[src/rtl/date_pkg.sv]
// Shared BCD calendar definitions: digit widths, month codes, reset defaults
// and the month-length sets used by the date counter and its month_len helper.
package date_pkg;

    localparam int DIGIT_W = 4;
    localparam int BCD_W   = 2 * DIGIT_W;

    typedef logic [BCD_W-1:0] bcd_t;

    typedef enum logic [BCD_W-1:0] {
        JAN = 8'h01, FEB = 8'h02, MAR = 8'h03, APR = 8'h04,
        MAY = 8'h05, JUN = 8'h06, JUL = 8'h07, AUG = 8'h08,
        SEP = 8'h09, OCT = 8'h10, NOV = 8'h11, DEC = 8'h12
    } month_e;

    localparam bcd_t RST_DAY   = 8'h01;
    localparam bcd_t RST_MONTH = 8'h01;
    localparam bcd_t FIRST_DAY = 8'h01;
    localparam bcd_t LAST_YEAR = 8'h99;
    localparam bcd_t LEN_31    = 8'h31;
    localparam bcd_t LEN_30    = 8'h30;
    localparam bcd_t LEN_29    = 8'h29;
    localparam bcd_t LEN_28    = 8'h28;
    // Returned for an illegal month code so that no day can validate against it.
    localparam bcd_t LEN_NONE  = 8'h00;

    function automatic logic is_31_month(input bcd_t m);
        case (m)
            JAN, MAR, MAY, JUL, AUG, OCT, DEC: is_31_month = 1'b1;
            default:                           is_31_month = 1'b0;
        endcase
    endfunction

    function automatic logic is_30_month(input bcd_t m);
        case (m)
            APR, JUN, SEP, NOV: is_30_month = 1'b1;
            default:            is_30_month = 1'b0;
        endcase
    endfunction

    // Divisibility by 4 of a two-digit BCD value, evaluated digit-wise.
    function automatic logic is_leap(input bcd_t y);
        logic [DIGIT_W-1:0] ones;
        ones = y[DIGIT_W-1:0];
        if (y[DIGIT_W] == 1'b0)
            is_leap = (ones == 4'd0) || (ones == 4'd4) || (ones == 4'd8);
        else
            is_leap = (ones == 4'd2) || (ones == 4'd6);
    endfunction

    function automatic logic bcd_ok(input bcd_t v);
        bcd_ok = (v[DIGIT_W-1:0] <= 4'd9) && (v[BCD_W-1:DIGIT_W] <= 4'd9);
    endfunction

    function automatic bcd_t bcd_inc(input bcd_t v);
        logic [DIGIT_W-1:0] ones;
        logic [DIGIT_W-1:0] tens;
        ones = v[DIGIT_W-1:0];
        tens = v[BCD_W-1:DIGIT_W];
        if (ones == 4'd9)
            bcd_inc = {tens + 4'd1, 4'd0};
        else
            bcd_inc = {tens, ones + 4'd1};
    endfunction

endpackage

[src/rtl/month_len.sv]
// Combinational last-day lookup: BCD month and BCD year in, BCD last day out
// (LEN_NONE for a month code outside 01-12).
module month_len
    import date_pkg::*;
(
    input  logic [BCD_W-1:0] month,
    input  logic [BCD_W-1:0] year,
    output logic [BCD_W-1:0] last_day
);

    always_comb begin
        last_day = LEN_NONE;
        if (is_31_month(month))
            last_day = LEN_31;
        else if (is_30_month(month))
            last_day = LEN_30;
        else if (month == FEB)
            last_day = is_leap(year) ? LEN_29 : LEN_28;
    end

endmodule

[src/rtl/date_counter.sv]
// BCD calendar date register (day/month/year, century 20xx) with day advance,
// validated atomic load, century-wrap and load-error pulses.
module date_counter
    import date_pkg::*;
#(
    parameter bcd_t RST_YEAR = 8'h00
) (
    input  logic               clk,
    input  logic               rst,
    input  logic               en,
    input  logic               load,
    input  logic [BCD_W-1:0]   set_day,
    input  logic [BCD_W-1:0]   set_month,
    input  logic [BCD_W-1:0]   set_year,
    output logic [DIGIT_W-1:0] day0,
    output logic [DIGIT_W-1:0] day1,
    output logic [DIGIT_W-1:0] month0,
    output logic [DIGIT_W-1:0] month1,
    output logic [DIGIT_W-1:0] year0,
    output logic [DIGIT_W-1:0] year1,
    output logic               year_wrap,
    output logic               load_err
);

    bcd_t day_q;
    bcd_t month_q;
    bcd_t year_q;
    bcd_t run_last;
    bcd_t set_last;
    logic load_ok;

    month_len u_run_len (
        .month    (month_q),
        .year     (year_q),
        .last_day (run_last)
    );

    month_len u_set_len (
        .month    (set_month),
        .year     (set_year),
        .last_day (set_last)
    );

    // Legal BCD digits make a plain binary compare equal to a numeric compare.
    always_comb begin
        load_ok = bcd_ok(set_day) && bcd_ok(set_month) && bcd_ok(set_year)
                  && (set_last != LEN_NONE)
                  && (set_day != 8'h00)
                  && (set_day <= set_last);
    end

    always_ff @(posedge clk or posedge rst) begin
        if (rst) begin
            day_q     <= RST_DAY;
            month_q   <= RST_MONTH;
            year_q    <= RST_YEAR;
            year_wrap <= 1'b0;
            load_err  <= 1'b0;
        end else begin
            year_wrap <= 1'b0;
            load_err  <= 1'b0;
            if (load) begin
                if (load_ok) begin
                    day_q   <= set_day;
                    month_q <= set_month;
                    year_q  <= set_year;
                end else begin
                    load_err <= 1'b1;
                end
            end else if (en) begin
                if (day_q == run_last) begin
                    day_q <= FIRST_DAY;
                    if (month_q == DEC) begin
                        month_q <= JAN;
                        if (year_q == LAST_YEAR) begin
                            year_q    <= 8'h00;
                            year_wrap <= 1'b1;
                        end else begin
                            year_q <= bcd_inc(year_q);
                        end
                    end else begin
                        month_q <= bcd_inc(month_q);
                    end
                end else begin
                    day_q <= bcd_inc(day_q);
                end
            end
        end
    end

    assign day0   = day_q[DIGIT_W-1:0];
    assign day1   = day_q[BCD_W-1:DIGIT_W];
    assign month0 = month_q[DIGIT_W-1:0];
    assign month1 = month_q[BCD_W-1:DIGIT_W];
    assign year0  = year_q[DIGIT_W-1:0];
    assign year1  = year_q[BCD_W-1:DIGIT_W];

endmodule

[config.mk]
export PLATFORM = sky130hd
export DESIGN_NAME = date_counter
export DESIGN_NICKNAME = d
export VERILOG_FILES = /design/src/rtl/date_pkg.sv /design/src/rtl/month_len.sv /design/src/rtl/date_counter.sv
export SDC_FILE = /design/constraint.sdc
export NUM_CORES = 1
export LEC_CHECK = 0
export CAP_MARGIN = 10
export CORE_UTILIZATION = 40
export DETAILED_ROUTE_END_ITERATION = 7
export PLACE_DENSITY = 0.67
export SKIP_LAST_GASP = 1
export SLEW_MARGIN = 20
export SYNTH_ARGS = -nofsm -noshare
export SYNTH_HDL_FRONTEND = slang
export SYNTH_HIERARCHICAL = 1
export SYNTH_SLANG_ARGS = --single-unit
[constraint.sdc]
create_clock -name clk -period 3.4 [get_ports clk]
set_clock_uncertainty 0.2 [all_clocks]
set_input_delay 0.68 -clock clk [delete_from_list [all_inputs] [get_ports clk]]
set_output_delay 0.68 -clock clk [all_outputs]
set_load 0.03 [all_outputs]
Yosys cells after proc, flatten, opt, wreduce, memory -nomap -nowiden
Cells that the tools add are included.
Word-level totals
  flip-flop bits (word level): 26
Operators by class
  add/subtract/negate cells: 6
  order comparisons: 7
  equality and inequality tests: 38
  multiplexer cells: 47
  reduce and logical (&&, ||, !) cells: 34
Operators by type and width (count)
  $mux W8: 24
  $eq A8 B3 Y1 const B: 8
  $eq A8 B5 Y1 const B: 6
  $eq A8 B2 Y1 const B: 4
  $eq A8 B4 Y1 const B: 4
  $add A4 B1 Y4 const B: 6
  $le A4 B4 Y1 const B: 6
  $mux W1: 23
  $eq A4 B4 Y1 const B: 5
  $eq A4 B3 Y1 const B: 4
  $eq A8 B1 Y1 const B: 2
  $reduce_bool A8 Y1: 2
  $reduce_or A7 Y1: 2
  $reduce_bool A3 Y1: 3
  $eq A4 B2 Y1 const B: 2
  $eq A8 B8 Y1: 1
  $eq A8 B8 Y1 const B: 1
  $le A8 B8 Y1: 1
  $logic_and A1 B1 Y1: 8
  $logic_not A4 Y1: 2
  $reduce_and A4 Y1: 2
  $reduce_or A4 Y1: 2
  $logic_or A1 B1 Y1: 6
  $reduce_and A3 Y1: 2
  other kinds (4): 6

Logic depth before layout (Yosys ltp)
  depth after elaboration: 17
  gate-level depth with buffers: 13
  gate-level depth less buffers: 11

Cells and area by module
Netlist, hierarchy kept.
Modules (own cells, without submodules)
  date_counter: instances 1, cells each 242, area each 2097.0 sq um, sequential area each 653.1 sq um
  month_len: instances 2, cells each 32, area each 232.7 sq um, sequential area each 0.0 sq um

Worst setup path before layout
OpenSTA, ideal clock, no wires.
  path type: register -> register
  from: register month_q[2]
  to: register year_q[7]
  setup time: 0.125 ns
  arrival: 2.992 ns
  required time: 3.075 ns
  slack: 0.083 ns
  cell stages (with the launch flop): 12
  path through: dfrtp_1 > buf_6 > nor3_4 > nand3b_1 > o31ai_1 > xnor2_1 > nand2_1 > or4_1 > buf_2 > or3_4 > and2_4 > mux2_4
On the way
  word-level cells in the longest chain between the ends: 9
  elaborated cells between the ends (all ways): 24
Ends and longest elaborated chain
  start: declaration: RTL line date_counter.sv:26  | bcd_t month_q;
  start signal: assignment: RTL line date_counter.sv:65  | month_q <= set_month;
  start signal: assignment: RTL line date_counter.sv:82  | month_q <= bcd_inc(month_q);
  $eq A8 B3 Y1, or another cell as far along: RTL line date_pkg.sv:35  | case (m)
  $reduce_or A4 Y1: RTL line date_pkg.sv:35
  $mux W1: RTL line date_pkg.sv:35
  $mux W1: RTL line month_len.sv:13  | if (is_31_month(month))
  $mux W8: RTL line month_len.sv:15  | else if (is_30_month(month))
  $mux W8 *: RTL line month_len.sv:13
  named net run_last[0]: RTL line date_counter.sv:28  | bcd_t run_last;
  $eq A8 B8 Y1 *: RTL line date_counter.sv:71  | if (day_q == run_last) begin
  $reduce_bool A2 Y1 (no line) *
  $reduce_and A5 Y1 (no line) *
  end signal: assignment: RTL line date_counter.sv:66  | year_q <= set_year;
  end signal: assignment: RTL line date_counter.sv:79  | year_q <= bcd_inc(year_q);
  end: declaration: RTL line date_counter.sv:27  | bcd_t year_q;
Mark *: on every way through the listed nets, which the timed path passes. The rest lies on a longest branch. The select of a mux whose other input is x is not followed.
A chain may end at the register's enable or synchronous reset.

Worst setup path after layout
  from: input port set_month[2]
  to: register month_q[7]
On the way
  word-level cells in the longest chain between the ends: 12
  elaborated cells between the ends (all ways): 31
Ends and longest elaborated chain
  start: declaration: RTL line date_counter.sv:13  | input logic [BCD_W-1:0] set_month,
  $eq A8 B3 Y1, or another cell as far along: RTL line date_pkg.sv:35
  $reduce_or A4 Y1: RTL line date_pkg.sv:35
  $mux W1: RTL line date_pkg.sv:35
  $mux W1: RTL line month_len.sv:13
  $mux W8: RTL line month_len.sv:15
  $mux W8 *: RTL line month_len.sv:13
  named net set_last[3]: RTL line date_counter.sv:29  | bcd_t set_last;
  branches (longest 3 deep; another with $le A8 B8 Y1)
  $logic_and A1 B1 Y1 *: RTL line date_counter.sv:49  | && (set_day <= set_last);
  $ne A2 B1 Y1 (no line) *
  $reduce_and A4 Y1 (no line) *
Mark *: on every way through the listed nets, which the timed path passes. The select of a mux whose other input is x is not followed.

==> summary.txt <==
Status - finished, final reports clean
FMAX - 0.307 GHz
GRT overflow - 0
Number of synthesized flops with an enable pin - 0
Die area - 6730 sq um
Register-to-Register Path Depth - 10
Routed WL per cell - 16.4 um
Vias - 2695
Top post-synthesis cells by area - dfrtp_1 (23%), ha_1 (8.3%), o21ai_0 (3.7%), nand2_1 (3.5%), mux2i_1 (3.1%)
Via density - 5.64
Clock Tree Buf Depth - 2
Initial antenna violation count - 0
Global-route wire length before repair - 12500 um
CP Cell Sequence - dlygate4sd2_1, buf_6, nor3_4, nand3b_1, nor4_4, inv_1, ha_4, nand4_1, buf_4, o21ai_2, nand3_2, a211o_1, mux2_2
Die Ht - 82.0 um
CP startpoint - set_month[2]
Clock Latency Late Sink - 280 ps
Critical path data arrival time - 3230 ps
# DRC - 0
Max incr delay on CP - 350 ps
Final Worst Setup Slack - 147 ps
Max VDD drop - 389 uV
WHS Endpoint - year_q[7]
RSZ-0062 raised after global routing - true
Critical Path RT - 3380 ps
Main flop type after synthesis - dfrtp_1
FILL cells - 543
Minimum clock period - 3250 ps
Die Width - 82.0 um
Diodes inserted - 0
Synth cell count leaders - dfrtp_1 (24), nand2_1 (24), inv_1 (21)
CTS sink cnt - 26
Reg-to-reg slack, setup - 190 ps
Synth cell types - 58
Pwr Total - 2.05 mW
Reg-to-Reg Start - month_q[3]
Reg-to-reg endpoint - month_q[0]
Top cell type's share of synthesized area - 23.4%
Endpoints failing setup - 0
First-pass DRT Iterations - 4
CP max stage cell - a211o_1
I/O pin total - 54
Final GP Congestion - 0.876
Initial drt markers - 218
Seq pwr share - 28.6%
Type of the worst setup path - input port to register
Pwr per Cell Area - 565 nW/um^2
Cts bufs inserted - 3
Post-DP Area - 3430 sq um
Final worst-path cycle share - 95.7%
Core area - 6060 sq um
Comb pwr share - 58.2%
Post-synthesis sequential area ratio - 25.5%
Sw power - 0.908 mW
FP Rows - 28
GRT Resource Usage Total - 24.5%
Share of cells above drive strength 1 - 22.6%
P&R area growth vs syn - 41.3%
Final cell count without fillers - 478
Clock transition at path regs - 100 ps
Post-DP HPWL - 6010 um
CTS H-tree lvls - 1
P_int - 1.14 mW
Hold Path Class - register to register
Port bufs - 53
Async S/R FF share, synth - 100%
Pre-CTS setup slack - -554 ps
Root buf cell - clkbuf_8
Synth Instances - 306
Clock power share - 13.2%
CTS tree - done
Fin nets - 449
Yosys top cell by area - dfrtp_1
CP max FO - 8
Switching Fraction - 44.4%
Register bit total from synthesis - 26
Hold_sp - year_q[7]
Worst setup EP type - register
Largest net degree at the start of global routing - 34
Final Instance Area - 3620 sq um
Count of pins over their slew limit - 0
Vias in the first global route - 2500
Hold_buf cts - 0
Final number of hold-violating endpoints - 0
Max-cap violation count - 0
Cells after DPL - 465
Critical Path Start Type - input port
Post-Syn Area per Cell - 8.37 sq um
Routed WL - 7860 um
Worst hold path stage count - 1
Antenna viol nets, final - 0
Initial core utilization - 42.3%
Ys Warns - 6
Mapped cell area - 2560 sq um
Static Leak - 1.55 nW
[registers in the layout, indices dropped and copies added (netlist names)]
signal and flops:
month_q 8, year_q 8, load_err 1, year_wrap 1, day_q 8
[cells in the final DEF (no fill, tap or decap), types with 6 or more instances in the layout]
cell and n:
nand3_1 15, dfrtp_1 24, conb_1 8, o21ai_0 17, nor4_1 6, inv_1 21, ha_1 16, a21oi_1 9
xnor2_1 9, mux2i_1 8, nor2b_1 6, buf_4 55, o31ai_1 6, nor2_1 16, clkdlybuf4s50_1 45, nand2_1 24
[what timing repair did]
| action | CTS | global route |
|---|---|---|
| pin swaps | 8 | 6 |
| buffers inserted | 3 | 6 |
| resized for setup | 18 | 11 |
| setup endpoints to repair | 25 | 23 |
| gates cloned | 0 | 0 |
[power groups by stage]
| stage | clock network, mW | logic [mW] | registers [mW] |
|---|---|---|---|
| global route | 0.284 | 1.29 | 0.596 |
| CTS | 0.271 | 1.14 | 0.593 |
| finish | 0.270 | 1.19 | 0.584 |
| detailed placement | 0 | 1.13 | 0.601 |
| global placement | 0 | 1.10 | 0.595 |
| floorplan | 0 | 0.495 | 0.770 |
[cell type report]
type                    instances  area (sq um)  area share [%]
well taps                      75          93.8            2.59
repair buffers                110           956            26.4
clock buffers                   3          41.3            1.14
clock inverters                 1          30.0           0.829
flip-flops and latches         26           653            18.0
multi-input cells             242          1770            48.8
inverters                      21          78.8            2.18
[layer usage]
layer,wire length (um),vias up,GRT usage (%),part of all wire [%]
li1,-,1325,-,-
met1,3550,1281,33.4,45
met2,3910,85,41.4,50
met3,341,4,2.22,4.3
met4,61,0,5.96,0.78
met5,0,-,0,0
[critical path: cells and delay by family]
| family | cells | cell delay, ps |
|---|---|---|
| muxes | 1 | 290 |
| adders and majority gates | 1 | 280 |
| buffers and inverters | 4 | 670 |
| AOI/OAI and AO/OA | 2 | 510 |
| and+or+nand+nor | 5 | 790 |
[metrics by stage]
| stage | setup TNS (ps) | hold WS, ps | util, % |
|---|---|---|---|
| floorplan | 0 | 477 | - |
| global placement | -9870 | 382 | 56.5 |
| detailed placement | -11280 | 370 | 56.5 |
| CTS | 0 | 403 | 58.9 |
| global route | -27.5 | 437 | 59.7 |
| finish | 0 | 400 | 59.7 |
[cell families (layout without fill, tap and decap cells)]
| group | Yosys count | in the layout | synth area share [%] |
|---|---|---|---|
| buffers and inverters | 44 | 135 | 8.69 |
| AOI/OAI and AO/OA | 86 | 86 | 24.2 |
| xor gates and xnor gates | 11 | 11 | 3.76 |
| DFF | 26 | 26 | 25.5 |
| other | 2 | 8 | 0.293 |
| muxes | 13 | 13 | 5.47 |
| adders and majority gates | 17 | 17 | 8.30 |
| and+or+nand+nor | 107 | 107 | 23.8 |
[how the worst max path moves through the flow]
stage | to | slack, ps | depth (start not counted)
global route | month_q[0] | -10 | 13
finish | month_q[7] | 150 | 13
CTS | year_q[5] | 100 | 12
detailed placement | month_q[3] | -550 | 12
global placement | month_q[3] | -470 | 12
floorplan | year_q[7] | 80 | 11
Note: power is estimated with default switching activity, not from simulation.
